**src/rtl/rapcore_spi_host.sv**
```systemverilog
// rapcore_spi_host
//   SPI initiator (mode 0, MSB first) that drives the SCK/CS/COPI/CIPO target
//   port of a rapcore from a word-wide valid/ready stream. Each accepted word is
//   shifted out on COPI while CIPO is shifted in. The received word appears on
//   rx_data together with a one-cycle rx_valid pulse. CS stays low across words
//   until a word flagged tx_last completes. A minimum CS-high gap then follows
//   before the next frame may start.
//
// Ports
//   CLK, resetn        system clock (rising edge), asynchronous active-low reset
//   tx_data/last/valid word to send, end-of-frame flag, valid strobe
//   tx_ready           word accepted when tx_valid && tx_ready
//   rx_data, rx_valid  received word, one-cycle update strobe
//   abort              drop the current frame (ignored in IDLE/GAP)
//   busy               high whenever the controller is not IDLE
//   SCK, CS, COPI      SPI outputs (SCK idles low, CS active low)
//   CIPO               SPI input, assumed synchronous to CLK
module rapcore_spi_host #(
  parameter int WORD_BITS = 64,
  parameter int CLK_DIV   = 4
) (
  input  logic                 CLK,
  input  logic                 resetn,
  input  logic [WORD_BITS-1:0] tx_data,
  input  logic                 tx_last,
  input  logic                 tx_valid,
  output logic                 tx_ready,
  output logic [WORD_BITS-1:0] rx_data,
  output logic                 rx_valid,
  input  logic                 abort,
  output logic                 busy,
  output logic                 SCK,
  output logic                 CS,
  output logic                 COPI,
  input  logic                 CIPO
);

  localparam int BW = $clog2(WORD_BITS + 1);
  localparam int DW = $clog2(CLK_DIV + 1);

  typedef enum logic [2:0] {
    S_IDLE,
    S_SETUP,
    S_SHIFT,
    S_WAIT,
    S_HOLD,
    S_GAP
  } state_t;

  state_t               state_q, state_d;
  logic [DW-1:0]        div_q, div_d;
  logic [BW-1:0]        bit_cnt_q, bit_cnt_d;
  logic [WORD_BITS-1:0] tx_sr_q, tx_sr_d;
  logic [WORD_BITS-1:0] rx_sr_q, rx_sr_d;
  logic [WORD_BITS-1:0] rx_data_q, rx_data_d;
  logic                 rx_valid_q, rx_valid_d;
  logic                 last_q, last_d;
  logic                 sck_q, sck_d;
  logic                 cs_q, cs_d;
  logic                 copi_q, copi_d;

  logic tick;
  logic handshake;

  assign tick      = (div_q == DW'(CLK_DIV - 1));
  assign tx_ready  = (state_q == S_IDLE) || (state_q == S_WAIT);
  assign busy      = (state_q != S_IDLE);
  assign handshake = tx_valid && tx_ready;

  assign SCK      = sck_q;
  assign CS       = cs_q;
  assign COPI     = copi_q;
  assign rx_data  = rx_data_q;
  assign rx_valid = rx_valid_q;

  always_comb begin
    state_d    = state_q;
    div_d      = tick ? '0 : div_q + 1'b1;
    bit_cnt_d  = bit_cnt_q;
    tx_sr_d    = tx_sr_q;
    rx_sr_d    = rx_sr_q;
    rx_data_d  = rx_data_q;
    rx_valid_d = 1'b0;
    last_d     = last_q;
    sck_d      = sck_q;
    cs_d       = cs_q;
    copi_d     = copi_q;

    case (state_q)
      S_IDLE, S_WAIT: begin
        if (handshake) begin
          tx_sr_d   = tx_data;
          last_d    = tx_last;
          cs_d      = 1'b0;
          copi_d    = tx_data[WORD_BITS-1];
          bit_cnt_d = '0;
          state_d   = S_SETUP;
        end
      end
      S_SETUP: begin
        if (tick) state_d = S_SHIFT;
      end
      S_SHIFT: begin
        if (tick) begin
          if (!sck_q) begin
            // Rising edge: sample the target's bit.
            sck_d     = 1'b1;
            rx_sr_d   = {rx_sr_q[WORD_BITS-2:0], CIPO};
            bit_cnt_d = bit_cnt_q + 1'b1;
          end else if (bit_cnt_q == BW'(WORD_BITS)) begin
            // Final falling edge: no further COPI bit, publish the word.
            sck_d      = 1'b0;
            rx_data_d  = rx_sr_q;
            rx_valid_d = 1'b1;
            state_d    = last_q ? S_HOLD : S_WAIT;
          end else begin
            // Falling edge: present the next bit a full half-period early.
            sck_d   = 1'b0;
            copi_d  = tx_sr_q[WORD_BITS-2];
            tx_sr_d = tx_sr_q << 1;
          end
        end
      end
      S_HOLD: begin
        if (tick) begin
          cs_d    = 1'b1;
          state_d = S_GAP;
        end
      end
      S_GAP: begin
        if (tick) state_d = S_IDLE;
      end
      default: state_d = S_IDLE;
    endcase

    // Abort wins over anything decided above, including word completion.
    if (abort && (state_q != S_IDLE) && (state_q != S_GAP)) begin
      cs_d       = 1'b1;
      sck_d      = 1'b0;
      copi_d     = 1'b0;
      rx_valid_d = 1'b0;
      rx_data_d  = rx_data_q;
      state_d    = S_GAP;
    end

    // Every state starts with a full divider period.
    if (state_d != state_q) div_d = '0;
  end

  always_ff @(posedge CLK or negedge resetn) begin
    if (!resetn) begin
      state_q    <= S_IDLE;
      div_q      <= '0;
      bit_cnt_q  <= '0;
      tx_sr_q    <= '0;
      rx_sr_q    <= '0;
      rx_data_q  <= '0;
      rx_valid_q <= 1'b0;
      last_q     <= 1'b0;
      sck_q      <= 1'b0;
      cs_q       <= 1'b1;
      copi_q     <= 1'b0;
    end else begin
      state_q    <= state_d;
      div_q      <= div_d;
      bit_cnt_q  <= bit_cnt_d;
      tx_sr_q    <= tx_sr_d;
      rx_sr_q    <= rx_sr_d;
      rx_data_q  <= rx_data_d;
      rx_valid_q <= rx_valid_d;
      last_q     <= last_d;
      sck_q      <= sck_d;
      cs_q       <= cs_d;
      copi_q     <= copi_d;
    end
  end

endmodule

```
**config.mk**
```make
export PLATFORM = sky130hd
export DESIGN_NAME = rapcore_spi_host
export DESIGN_NICKNAME = d
export VERILOG_FILES = /design/src/rtl/rapcore_spi_host.sv
export SDC_FILE = /design/constraint.sdc
export NUM_CORES = 1
export LEC_CHECK = 0
export BUFFER_PORTS_ARGS = -buffer_cell sky130_fd_sc_hd__buf_2
export CORE_UTILIZATION = 56
export CTS_CLUSTER_DIAMETER = 30
export CTS_CLUSTER_SIZE = 28
export DETAILED_ROUTE_END_ITERATION = 6
export PLACE_DENSITY = 0.76
export SLEW_MARGIN = 20
export SYNTH_ARGS = -nofsm -noshare
export SYNTH_HDL_FRONTEND = slang
export SYNTH_SLANG_ARGS = --single-unit
```
**constraint.sdc**
```tcl
create_clock -name CLK -period 2.8 [get_ports CLK]
set_input_delay 0.28 -clock CLK [delete_from_list [all_inputs] [get_ports CLK]]
set_output_delay 0.28 -clock CLK [all_outputs]
set_load 0.01 [all_outputs]
```
Word-level counts from Yosys, hierarchy flattened

Index checks and enable logic that the tools add are counted.

Input bits: 70
Bits in registers: 209
Word-level logic and storage cells: 94
Output and inout port bits: 70

Eq/ne operators: 19
Bitwise gates (word level): 2
Reduce and logical (&&, ||, !) cells: 20
Multiplexer cells: 40
$add $sub $neg: 2

Operators by type and width:

| cell                                                | count |
|---|---|
| 2-to-1 mux 63 bit                                   | 4 |
| one-hot mux 63 bit (2 select lines)                 | 1 |
| 2-to-1 mux 3 bit                                    | 11 |
| 2-to-1 mux 7 bit                                    | 3 |
| inequality test 3 bit, second input constant        | 6 |
| 2-to-1 mux 1 bit                                    | 17 |
| one-hot mux 3 bit (5 select lines)                  | 1 |
| AND reduction 5 bit                                 | 3 |
| one-hot mux 7 bit (2 select lines)                  | 1 |
| inequality test 2 bit, second input constant        | 5 |
| equality test 3 x 2 -> 1 bit, second input constant | 3 |
| nonzero test 3 bit                                  | 3 |
| adder 7 x 1 -> 7 bit, second input constant         | 1 |
| equality test 7 bit, second input constant          | 1 |
| equality test 3 bit, second input constant          | 2 |
| AND reduction 3 bit                                 | 2 |
| nonzero test 2 bit                                  | 3 |
| one-hot mux 1 bit (2 select lines)                  | 2 |
| AND reduction 2 bit                                 | 2 |
| AND reduction 4 bit                                 | 1 |
| adder 3 x 1 -> 3 bit, second input constant         | 1 |
| equality test 3 x 1 -> 1 bit, second input constant | 1 |
| logical AND 1 bit                                   | 3 |
| logical NOT 3 bit                                   | 1 |
| 4 further kinds                                     | 5 |

Depth between registers and ports, before layout

Depth in word-level cells: 8
Depth in mapped cells: 9
Gate-level depth less buffers: 7

Worst setup path after synthesis

OpenSTA, ideal clock, no wires.

Kind: register to register
From: register bit_cnt_q[0]
To: register tx_sr_q[31]
Stages on the path, launching flop included: 10
Arrival: 2.052 ns
Library setup time: 0.083 ns
Data required time: 2.717 ns
Buffers on the path: 2
Clock period less this slack: 2.135 ns
Path slack: 0.665 ns
Path through: dfrtp_1 inv_1 ha_1 nor4bb_1 nand2_1 a31oi_2 clkbuf_1 buf_2 nand2_1 o21ai_0

Longest elaborated chain between the ends: 3

RTL lines:

| element                                | RTL line | text |
|---|---|---|
| from (decl)                            | 52       | `logic [BW-1:0] bit_cnt_q, bit_cnt_d;` |
| from (signal assigned)                 | 166      | `bit_cnt_q <= bit_cnt_d;` |
| equality test 7 bit                    | 110      | `end else if (bit_cnt_q == BW'(WORD_BITS)) begin` |
| inequality test 2 bit (no source line) | --       |  |
| AND reduction 5 bit (no source line)   | --       |  |
| to (signal assigned)                   | 167      | `tx_sr_q <= tx_sr_d;` |
| to (decl)                              | 53       | `logic [WORD_BITS-1:0] tx_sr_q, tx_sr_d;` |

Every way passes these cells.
A chain may end at the register's enable or synchronous reset.

Worst setup path in the final report

From: register bit_cnt_q[0]
To: register tx_sr_q[48]

The elaborated chain is that of the path after synthesis.

==> metrics.txt <==
Core Region 0.0148 mm^2; IO Port Bufs 139; Post-Syn Instances 792; synth unique cells 41; GP Congestion 0.817; Max-slew headroom 0.545; Setup crit start bit_cnt_q[0]$_DFFE_PN0P_; Switch Pwr 2.31 mW; first-pass GRT wire length 29300 um; CP peak stage delay 0.50 ns; final WL 17100 um; family with the most delay on the worst path simple AND/OR/NAND/NOR gates; startpoint types register; clock latency on the worst-skew pair 0.50 ns; hold_buf cts 2; RSZ-0062 raised after global routing false; Detailed Place HPWL 10500 um; antenna violations before repair 0; Buf+Inv Stages, Crit Path 2; Starting Density 0.584; commonest non-fill, non-tap cell in the layout nand2_1; worst path cell trace inv_1 > ha_1 > nor4bb_1 > nand2_1 > a31oi_4 > buf_12 > o21ai_0; layout net count 1013; Filler cells 1063; Post-DP Area 0.00956 mm^2; syn avg cell area 10.9 um^2; DR WL met2 8040 um; met3 routed wirelength 949 um; Die Y 126 um; count of final hold-check violations 0; Worst-path clk slew 0.04 ns; Finished Cell Area 0.0109 mm^2; register area share after synthesis 0.607; Logic pwr share 0.095; post-cts repair resize count 0; Root Buffer clkbuf_16; net count after synthesis 865; routed via count 6012; Via density 5.21; Antenna Violating Nets Remaining 0; Switching Share 0.244; DP Worst Slack 0.374 ns; share of layout cells above drive strength 1 0.295; Iteration-0 DRC Markers 299; H-tree depth 2; crit share post-route 0.859; WL/cell 14.9 um; Slew @ Worst Pin 0.683 ns; P_leak 5.75 nW; PnR worst setup slack 0.394 ns; Crit Path Max Fanout 55; Overflow after GRT 0; DRT Pass-1 Iters 5; vias in the first global route 6087; Max Cap Viol 0; post-layout util 0.741; hold_ws 0.0202 ns; number of flops mapped to enable cells by yosys 0; I/O pins 140; Worst Skew 0.0189 ns; Slew Limit Fails 0; FMAX 416 MHz; Clock Sinks 209; sequential share of power 0.410; clk buf depth 3; n_diodes 0; final setup TNS 0 ns; Crit path required time 3.14 ns; area grow syn2layout 26.9%; M1 WL 7800 um; min-delay worst type in -> reg; clock share of power 0.495; placed cells 1080; pin count of the biggest net entering global routing 85; Die ar. 0.0159 mm^2; R2R Path Start bit_cnt_q[0]$_DFFE_PN0P_; most frequent cells in the layout 264 x nand2_1, 208 x dfrtp_1, 138 x buf_2; min Tclk post-route 2.41 ns; gr usage total 0.228; die boundary width 126 um; CP arrival 2.75 ns; Hold Path Origin tx_last; Inserted Clock Buffers 40; CP endpoint kind register; Max stage delay cell, worst path nor4bb_1; Multi-input gate area 0.00317 mm^2; Yosys reg bits 209; num rows 44; Non-Filler Instances 1153; register area 0.00523 mm^2; Overall Power 9.46 mW; mapped cell area 0.00861 mm^2; setup bufs post-CTS 0; Synth async-reset ratio 1.00; Max VDD drop 0.000543 V; Ys Warns 0; type of the worst setup path reg -> reg; DRC 0; Main synth FF type dfrtp_1; uppermost layer routed met4; P_int 7.14 mW; pwr/cell area 865 mW/mm^2; final setup vio count 0; CTS tree built; status finished, final reports clean
[power groups by stage]
stage	combinational, mW	sequential, mW	clock (mW)
after global routing	1.06	3.94	4.93
after global placement	0.855	3.89	0
after floorplan	0.653	3.81	0
after CTS	0.920	3.88	4.77
after detailed placement	0.911	3.91	0
final	0.900	3.88	4.68
[synth_stat cells, types with 3 or more instances]
| master | instances | area share |
|---|---|---|
| nand2_1 | 264 | 0.12 |
| dfrtp_1 | 208 | 0.60 |
| o21ai_0 | 68 | 0.040 |
| mux2_2 | 64 | 0.084 |
| mux2i_1 | 62 | 0.072 |
| clkbuf_1 | 27 | 0.012 |
| nor2_1 | 15 | 0.0065 |
| buf_2 | 13 | 0.0076 |
| inv_1 | 9 | 0.0039 |
| buf_1 | 6 | 0.0026 |
| a21oi_1 | 5 | 0.0029 |
| nand2b_1 | 5 | 0.0036 |
| xnor2_1 | 4 | 0.0041 |
| ha_1 | 3 | 0.0044 |
| nor4_1 | 3 | 0.0022 |
| or3_1 | 3 | 0.0022 |
| xor2_1 | 3 | 0.0031 |
[worst reg2reg max path, delay by kind of cell, from the launching register on]
kind            cells  cell delay, ns
fa+ha+maj           1            0.13
flops               1            0.41
buf+inv             2            0.35
simple gates        2            0.69
compound gates      2            0.67
[registers in the layout, summed over array words and instances, names as in the netlist]
name       count
CS             1
COPI           1
rx_valid       1
last_q         1
rx_data       64
SCK            1
rx_sr_q       64
tx_sr_q       63
bit_cnt_q      7
div_q          3
state_q        3
[cell type report]
class | instances | share of cell area
Sequential cell | 209 | 0.479
Multi-Input combinational cell | 527 | 0.290
Clock buffer | 54 | 0.104
Timing Repair Buffer | 153 | 0.0837
Tap cell | 184 | 0.0211
Clock inverter | 17 | 0.0195
Inverter | 9 | 0.00309
[kinds of logic (layout without fill, tap and decap cells)]
logic type,after synthesis,after routing,synth area share
AO/OA/AOI/OAI,85,85,0.0546
AND/OR/NAND/NOR,306,306,0.144
buffers and inverters,56,233,0.0272
XOR/XNOR,7,7,0.00712
multiplexers,126,126,0.156
adder cells (fa/ha/maj),3,3,0.00436
flip-flops,209,209,0.607
[worst paths after layout]
kind | endpoint | slack [ns] | cells past startpoint
worst max-delay path | tx_sr_q[48]$_DFFE_PN0P_ | 0.39 | 7
worst min-delay path | last_q$_DFFE_PN0P_ | 0.02 | 3
worst min register to register | div_q[0]$_DFF_PN0_ | 0.45 | 1
worst max register to register | tx_sr_q[48]$_DFFE_PN0P_ | 0.39 | 7
max in group asynchronous | rx_sr_q[12]$_DFFE_PN0P_ | 1.61 | 3
min in group asynchronous | tx_sr_q[14]$_DFFE_PN0P_ | 0.39 | 2
[per-layer routing]
| layer | track usage | vias up |
|---|---|---|
| li1 | - | 2924 |
| met1 | 0.310 | 2907 |
| met2 | 0.359 | 149 |
| met3 | 0.0535 | 32 |
| met4 | 0.0850 | 0 |
| met5 | 0 | - |
No activity file was read; power rests on OpenSTA's default activity.
